[src/rtl/alu_issue_ctrl_pkg.sv]
// Shared encodings for the ALU issue controller: op fields, one-hot ALU opcodes,
// FSM states and the instruction/write-back payload layouts.
package alu_issue_ctrl_pkg;

    localparam int unsigned DATA_W  = 16;
    localparam int unsigned OPC_W   = 11;
    localparam int unsigned NREG    = 8;
    localparam int unsigned RA_W    = 3;
    localparam int unsigned OP_W    = 4;
    localparam int unsigned IMM_W   = 9;
    localparam int unsigned INSTR_W = 16;

    // 4-bit op field values
    localparam logic [OP_W-1:0] OP_NOOP = 4'd0;
    localparam logic [OP_W-1:0] OP_CPY  = 4'd1;
    localparam logic [OP_W-1:0] OP_ADD  = 4'd2;
    localparam logic [OP_W-1:0] OP_SUB  = 4'd3;
    localparam logic [OP_W-1:0] OP_MUL  = 4'd4;
    localparam logic [OP_W-1:0] OP_AND  = 4'd5;
    localparam logic [OP_W-1:0] OP_OR   = 4'd6;
    localparam logic [OP_W-1:0] OP_NOT  = 4'd7;
    localparam logic [OP_W-1:0] OP_XOR  = 4'd8;
    localparam logic [OP_W-1:0] OP_LS   = 4'd9;
    localparam logic [OP_W-1:0] OP_RS   = 4'd10;
    localparam logic [OP_W-1:0] OP_ZERO = 4'd11;
    localparam logic [OP_W-1:0] OP_NOR  = 4'd12;
    localparam logic [OP_W-1:0] OP_XNOR = 4'd13;
    localparam logic [OP_W-1:0] OP_NAND = 4'd14;
    localparam logic [OP_W-1:0] OP_LDI  = 4'd15;

    // One-hot ALU opcodes; the last four are the ALU's multi-bit composite codes
    localparam logic [OPC_W-1:0] OPC_NOOP = 11'b00000000001;
    localparam logic [OPC_W-1:0] OPC_CPY  = 11'b00000000010;
    localparam logic [OPC_W-1:0] OPC_ADD  = 11'b00000000100;
    localparam logic [OPC_W-1:0] OPC_SUB  = 11'b00000001000;
    localparam logic [OPC_W-1:0] OPC_MUL  = 11'b00000010000;
    localparam logic [OPC_W-1:0] OPC_AND  = 11'b00000100000;
    localparam logic [OPC_W-1:0] OPC_OR   = 11'b00001000000;
    localparam logic [OPC_W-1:0] OPC_NOT  = 11'b00010000000;
    localparam logic [OPC_W-1:0] OPC_XOR  = 11'b00100000000;
    localparam logic [OPC_W-1:0] OPC_LS   = 11'b01000000000;
    localparam logic [OPC_W-1:0] OPC_RS   = 11'b10000000000;
    localparam logic [OPC_W-1:0] OPC_ZERO = 11'b11111111000;
    localparam logic [OPC_W-1:0] OPC_NOR  = 11'b11111111110;
    localparam logic [OPC_W-1:0] OPC_XNOR = 11'b11111111101;
    localparam logic [OPC_W-1:0] OPC_NAND = 11'b11111111011;

    localparam logic [1:0] ST_IDLE = 2'd0;
    localparam logic [1:0] ST_EXEC = 2'd1;
    localparam logic [1:0] ST_WB   = 2'd2;

    // imm9 overlays ra/rb: ra = imm9[8:6], rb = imm9[5:3]
    typedef struct packed {
        logic [OP_W-1:0]  op;
        logic [RA_W-1:0]  rd;
        logic [IMM_W-1:0] imm9;
    } instr_t;

    typedef struct packed {
        logic [RA_W-1:0]   addr;
        logic [DATA_W-1:0] data;
    } wb_t;

    // LDI issues as a CPY of the immediate
    function automatic logic [OPC_W-1:0] decode_op(input logic [OP_W-1:0] op);
        logic [OPC_W-1:0] opc;
        opc = OPC_NOOP;
        case (op)
            OP_NOOP: opc = OPC_NOOP;
            OP_CPY:  opc = OPC_CPY;
            OP_ADD:  opc = OPC_ADD;
            OP_SUB:  opc = OPC_SUB;
            OP_MUL:  opc = OPC_MUL;
            OP_AND:  opc = OPC_AND;
            OP_OR:   opc = OPC_OR;
            OP_NOT:  opc = OPC_NOT;
            OP_XOR:  opc = OPC_XOR;
            OP_LS:   opc = OPC_LS;
            OP_RS:   opc = OPC_RS;
            OP_ZERO: opc = OPC_ZERO;
            OP_NOR:  opc = OPC_NOR;
            OP_XNOR: opc = OPC_XNOR;
            OP_NAND: opc = OPC_NAND;
            OP_LDI:  opc = OPC_CPY;
            default: opc = OPC_NOOP;
        endcase
        return opc;
    endfunction

endpackage

[src/rtl/alu_issue_regfile.sv]
// 8x16 register file: one synchronous write port, three combinational read ports
// (two operand reads and one debug read).
module alu_issue_regfile
    import alu_issue_ctrl_pkg::*;
(
    input  logic              clk_n,
    input  logic              rst_n,
    input  logic              we,
    input  logic [RA_W-1:0]   waddr,
    input  logic [DATA_W-1:0] wdata,
    input  logic [RA_W-1:0]   ra_addr,
    output logic [DATA_W-1:0] ra_data,
    input  logic [RA_W-1:0]   rb_addr,
    output logic [DATA_W-1:0] rb_data,
    input  logic [RA_W-1:0]   dbg_addr,
    output logic [DATA_W-1:0] dbg_data
);

    logic [DATA_W-1:0] mem [NREG];

    always_ff @(posedge clk_n or negedge rst_n) begin
        if (!rst_n) begin
            for (int unsigned i = 0; i < NREG; i++) begin
                mem[i] <= '0;
            end
        end else if (we) begin
            mem[waddr] <= wdata;
        end
    end

    assign ra_data  = mem[ra_addr];
    assign rb_data  = mem[rb_addr];
    assign dbg_data = mem[dbg_addr];

endmodule

[src/rtl/alu_issue_ctrl.sv]
// Issue controller for the one-hot-opcode ALU: accepts an instruction, drives the
// ALU for its one-cycle latency, then writes the result back (IDLE -> EXEC -> WB).
module alu_issue_ctrl
    import alu_issue_ctrl_pkg::*;
(
    input  logic               clk_n,
    input  logic               rst_n,
    input  logic [INSTR_W-1:0] instr,
    input  logic               instr_valid,
    output logic               instr_ready,
    output logic [DATA_W-1:0]  alu_a,
    output logic [DATA_W-1:0]  alu_b,
    output logic [OPC_W-1:0]   alu_opcode,
    input  logic [DATA_W-1:0]  alu_out,
    input  logic               alu_z,
    output logic               wb_valid,
    output logic [RA_W-1:0]    wb_addr,
    output logic [DATA_W-1:0]  wb_data,
    output logic               z_flag,
    input  logic [RA_W-1:0]    dbg_addr,
    output logic [DATA_W-1:0]  dbg_data
);

    instr_t            fields;
    logic [1:0]        state;
    logic [1:0]        state_next;
    logic [RA_W-1:0]   rd_q;
    logic [RA_W-1:0]   rd_next;
    logic              pend_q;
    logic              pend_next;
    wb_t               wb_q;
    wb_t               wb_next;
    logic              wb_valid_next;
    logic              z_next;
    logic              ready_next;
    logic [DATA_W-1:0] a_next;
    logic [DATA_W-1:0] b_next;
    logic [OPC_W-1:0]  opc_next;
    logic [DATA_W-1:0] ra_data;
    logic [DATA_W-1:0] rb_data;
    logic              rf_we;

    assign fields = instr_t'(instr);

    alu_issue_regfile u_rf (
        .clk_n    (clk_n),
        .rst_n    (rst_n),
        .we       (rf_we),
        .waddr    (rd_q),
        .wdata    (alu_out),
        .ra_addr  (fields.imm9[8:6]),
        .ra_data  (ra_data),
        .rb_addr  (fields.imm9[5:3]),
        .rb_data  (rb_data),
        .dbg_addr (dbg_addr),
        .dbg_data (dbg_data)
    );

    // Next-state and next-output logic
    always_comb begin
        state_next    = state;
        rd_next       = rd_q;
        pend_next     = pend_q;
        wb_next       = wb_q;
        wb_valid_next = 1'b0;
        z_next        = z_flag;
        a_next        = alu_a;
        b_next        = alu_b;
        opc_next      = alu_opcode;
        rf_we         = 1'b0;

        case (state)
            ST_IDLE: begin
                if (instr_valid && instr_ready) begin
                    rd_next   = fields.rd;
                    pend_next = (fields.op != OP_NOOP);
                    opc_next  = decode_op(fields.op);
                    if (fields.op == OP_LDI) begin
                        a_next = DATA_W'(fields.imm9);
                        b_next = '0;
                    end else begin
                        a_next = ra_data;
                        b_next = rb_data;
                    end
                    state_next = ST_EXEC;
                end
            end
            ST_EXEC: begin
                // ALU captures on this edge; NOOP afterwards makes it hold the result
                opc_next   = OPC_NOOP;
                state_next = ST_WB;
            end
            ST_WB: begin
                if (pend_q) begin
                    rf_we         = 1'b1;
                    wb_valid_next = 1'b1;
                    wb_next.addr  = rd_q;
                    wb_next.data  = alu_out;
                    z_next        = alu_z;
                end
                pend_next  = 1'b0;
                state_next = ST_IDLE;
            end
            default: begin
                opc_next   = OPC_NOOP;
                pend_next  = 1'b0;
                state_next = ST_IDLE;
            end
        endcase

        ready_next = (state_next == ST_IDLE);
    end

    always_ff @(posedge clk_n or negedge rst_n) begin
        if (!rst_n) begin
            state       <= ST_IDLE;
            rd_q        <= '0;
            pend_q      <= 1'b0;
            wb_q        <= '0;
            wb_valid    <= 1'b0;
            z_flag      <= 1'b0;
            alu_a       <= '0;
            alu_b       <= '0;
            alu_opcode  <= OPC_NOOP;
            instr_ready <= 1'b1;
        end else begin
            state       <= state_next;
            rd_q        <= rd_next;
            pend_q      <= pend_next;
            wb_q        <= wb_next;
            wb_valid    <= wb_valid_next;
            z_flag      <= z_next;
            alu_a       <= a_next;
            alu_b       <= b_next;
            alu_opcode  <= opc_next;
            instr_ready <= ready_next;
        end
    end

    assign wb_addr = wb_q.addr;
    assign wb_data = wb_q.data;

endmodule

[config.mk]
export PLATFORM = sky130hd
export DESIGN_NAME = alu_issue_ctrl
export DESIGN_NICKNAME = d
export VERILOG_FILES = /design/src/rtl/alu_issue_ctrl_pkg.sv /design/src/rtl/alu_issue_regfile.sv /design/src/rtl/alu_issue_ctrl.sv
export SDC_FILE = /design/constraint.sdc
export NUM_CORES = 1
export LEC_CHECK = 0
export ABC_AREA = 0
export CELL_PAD_IN_SITES_DETAIL_PLACEMENT = 1
export CELL_PAD_IN_SITES_GLOBAL_PLACEMENT = 1
export CORE_ASPECT_RATIO = 1.4
export CORE_MARGIN = 3
export CORE_UTILIZATION = 43
export CTS_BUF_LIST = sky130_fd_sc_hd__clkbuf_4
export CTS_CLUSTER_DIAMETER = 150
export DETAILED_ROUTE_END_ITERATION = 8
export HOLD_SLACK_MARGIN = 0.02
export PLACE_DENSITY = 0.83
export SLEW_MARGIN = 20
export SYNTH_ARGS = -nofsm -noshare
export SYNTH_HDL_FRONTEND = slang
export SYNTH_SLANG_ARGS = --single-unit
[constraint.sdc]
create_clock -name clk_n -period 2.2 [get_ports clk_n]
set_clock_uncertainty 0.2 [all_clocks]
set_input_delay 0.44 -clock clk_n [delete_from_list [all_inputs] [get_ports clk_n]]
set_output_delay 0.44 -clock clk_n [all_outputs]
set_load 0.005 [all_outputs]
==> results.md <==
- Dpl cells: 1407
- Reg clk slew, reported paths: 0.20 ns
- Post-synth top area share: 45.86%
- TritonCTS Sinks: 199
- Top post-synthesis cells by area: dfrtp_1, mux2_2, mux4_2
- Final setup margin: -0.5006 ns
- Congestion Overflow GR: 0
- Yosys warning count: 0
- Synth Area in Compound Gates: 7.926%
- Tmin final: 2.701 ns
- Crit path launch type: flip-flop
- Combinational family with the most area after synthesis: multiplexers
- GR peak layer: met2
- Number of flops mapped to enable cells by yosys: 0
- Status: finished, violations left
- Distinct cells, synth: 47
- Largest stage delay on the critical path: 0.49 ns
- Initial antenna violation count: 3
- Most frequent cell after synthesis: dfrtp_1
- Period utilization: 122.8%
- Synth Flop Type: dfrtp_1
- Non-Filler Instances: 1490
- Synth Area in Adders: 0.6983%
- HP Class: in -> async
- Synth async-reset ratio: 100.0%
- Maximum root-to-sink buffer count: 2
- Met2 GRT Util: 52.08%
- Top cells by count, synth: dfrtp_1, mux2_2, nand2_1
- Critical path depth in cells: 3
- Buffer and inverter count on the worst path: 1
- Setup violations, final: 27
- Critical R2R Capture: u_rf.mem[35]$_DFFE_PN0P_
- Syn Area/Cell: 12.84 um^2
- Slew margin rel.: 52.95%
- Synth-to-Final Area Change: 34.43%
- CTS tree: yes
- Met1 Resource Use GR: 35.65%
- Worst Reg2Reg Path Length in Cells: 6
- Worst skew pair latency: 0.67 ns
- Setup crit start: u_rf.mem[95]$_DFFE_PN0P_
- Rows: 67
- CP cell instances: mux4_2 > mux2_4 > buf_6
- Syn Nets: 882
- Post-synthesis register bit count: 199
- Ports: 120
- Max Cap Viol: 0
- Cells after synthesis: 837
- Largest net degree at the start of global routing: 50
- Post-DP HPWL: 26600 um
- Nets: 1210
- Initial Util: 44.22%
- Global placement routability congestion: 0.8743
- Routed WL: 41940 um
- Htree depth: 4
- Worst Path Arrival: 2.06 ns
- Number of global-route vias before repair: 10256
- Total GRT Usage: 30.38%
- DIE AREA: 26960 um^2
- Setup CP Type: reg -> out
- Critical path peak fanout: 2
- Unrepaired setup endpoints after global routing: yes
- FF-to-FF Start: state[0]$_DFF_PN0_
- Met3 GRT Util: 6.292%
- Mapped cell area: 10750 um^2
- Final hold vios: 0
- Core area: 24310 um^2
- Simple-gate share of the synthesized area: 7.193%
- Final ANT Viol Nets: 0
- Vias per cell: 6.292
- Crit end category: primary output
- CP max stage cell: mux4_2
- Die height: 193.1 um
- Post-Synth XOR/XNOR Area: 0%
- DRT iter0 DRCs: 830
- Violated checks: negative setup slack
- VDD IR max: 0.7020 mV
- Required time of the critical path: 1.56 ns
- CP Capture Point: dbg_data[15]
- DRC: 0
- Clock buffer count from CTS: 17
- Clk root buf: clkbuf_4
- Final core utilization: 59.44%
- Leakage: 6.974 nW
- Global-route wire length before repair: 62240 um
- Post-synthesis sequential area ratio: 46.35%
- Proportion of synthesized area in mux cells: 34.60%
- Drt first pass iters: 5
- Post-DR wirelength/cell: 28.15 um
- Post-synth top area cell: dfrtp_1
- Layout cells sized above 1: 43.89%
- Port Buf Inserts: 119
- Least-Margin Pin Slew: 0.7032 ns
- Fmax achieved: 0.3703 GHz
- DR vias: 9375
- Final Max Tran Viols: 0
- Reg2Reg Setup Slack: -0.03 ns
- Pwr dens: 1160 nW/um^2
- Cell family with most CP delay: multiplexers
- Die width: 139.6 um
==> metrics by stage <==
stage / power, mW / hold WS [ns] / setup WS [ns] / instance area [um^2] / setup TNS (ns)
final: 16.77 / 0.07409 / -0.5006 / 14450 / -7.178
after global routing: 17.54 / 0.09637 / -0.5198 / 14450 / -8.074
after CTS: 16.26 / 0.07971 / -0.4504 / 14330 / -6.839
after detailed placement: 13.90 / 0.2396 / -0.7618 / 13730 / -16.44
after global placement: 13.38 / 0.2342 / -0.7372 / 13730 / -14.20
after floorplan: 9.550 / -0.05559 / 0.02399 / 10780 / 0
==> placed cells by master (no fill, tap or decap), types with 7 or more instances in the layout <==
master,netlist,routed
mux2_2,135,119
o21ai_0,8,8
nand2_1,118,118
o31ai_1,7,7
buf_6,4,17
mux2i_1,90,90
mux4_2,51,51
dfrtp_1,197,197
a311oi_1,16,14
a32o_1,22,22
clkbuf_4,0,17
clkdlybuf4s50_1,0,35
a21oi_1,13,13
nor2b_1,8,8
nor2_1,19,19
buf_12,0,15
nand2b_1,7,7
a22oi_1,22,22
mux2_4,10,26
dlygate4sd2_1,0,59
buf_4,6,237
==> registers in the layout, summed over array words and instances, names as in the netlist, 2 cells and up <==
| register | flops |
|---|---|
| u_rf.mem | 128 |
| alu_b | 16 |
| wb_data | 16 |
| state | 2 |
| alu_opcode | 11 |
| alu_a | 16 |
| rd_q | 3 |
| wb_addr | 3 |
==> power breakdown <==
part	internal, mW	switching (mW)	total (mW)
Clock	0.702	1.46	2.16
Sequential	5.10	1.12	6.22
Combinational	4.78	3.60	8.39
Total	10.6	6.19	16.8
==> what timing repair did <==
action	in CTS	in global routing
buffers inserted	38	10
resized for setup	155	11
pin swaps	0	1
setup endpoints to repair	77	35
cloned	0	0
hold endpoints to repair	198	0
hold buffers	1	0
==> final cells by class <==
class                      count  area [um^2]
fill                        2484         9859
multi-input combinational    569         5509
timing repair buffer         373         3249
antenna                        2        5.005
clock buffer                  17        127.6
clock inverter                15        168.9
sequential                   199         4982
tap                          310        387.9
inverter                       5        21.27
==> worst register-to-register path: cells and delay by family, from the launching register on <==
family	cells	cell delay, ns
flops	1	0.43
simple gates	3	0.72
buf+inv	2	0.41
mux	1	0.36
==> how the worst min path moves through the flow <==
stage | startpoint | to | slack (ns) | cells after the start
global route | rst_n | u_rf.mem[96]$_DFFE_PN0P_ | 0.1 | 2
global placement | rst_n | wb_data[15]$_DFFE_PN0P_ | 0.23 | 1
CTS | rst_n | alu_a[3]$_DFFE_PN0P_ | 0.08 | 2
floorplan | rst_n | alu_a[0]$_DFFE_PN0P_ | -0.06 | 0
finish | rst_n | u_rf.mem[96]$_DFFE_PN0P_ | 0.07 | 2
detailed placement | rst_n | wb_data[0]$_DFFE_PN0P_ | 0.24 | 1
==> per-layer routing <==
layer | vias up | part of all wire, %
met1 | 4824 | 38
met5 | - | 0.017
met4 | 2 | 5.8
met2 | 553 | 50
met3 | 192 | 6.5
li1 | 3804 | -
==> logic make-up after synthesis <==
group                      Yosys count
DFF                                199
and+or+nand+nor                    169
muxes                              286
buffers and inverters               69
adders and majority gates            6
AOI/OAI and AO/OA                  108
Power figures use the tool's default switching activity.
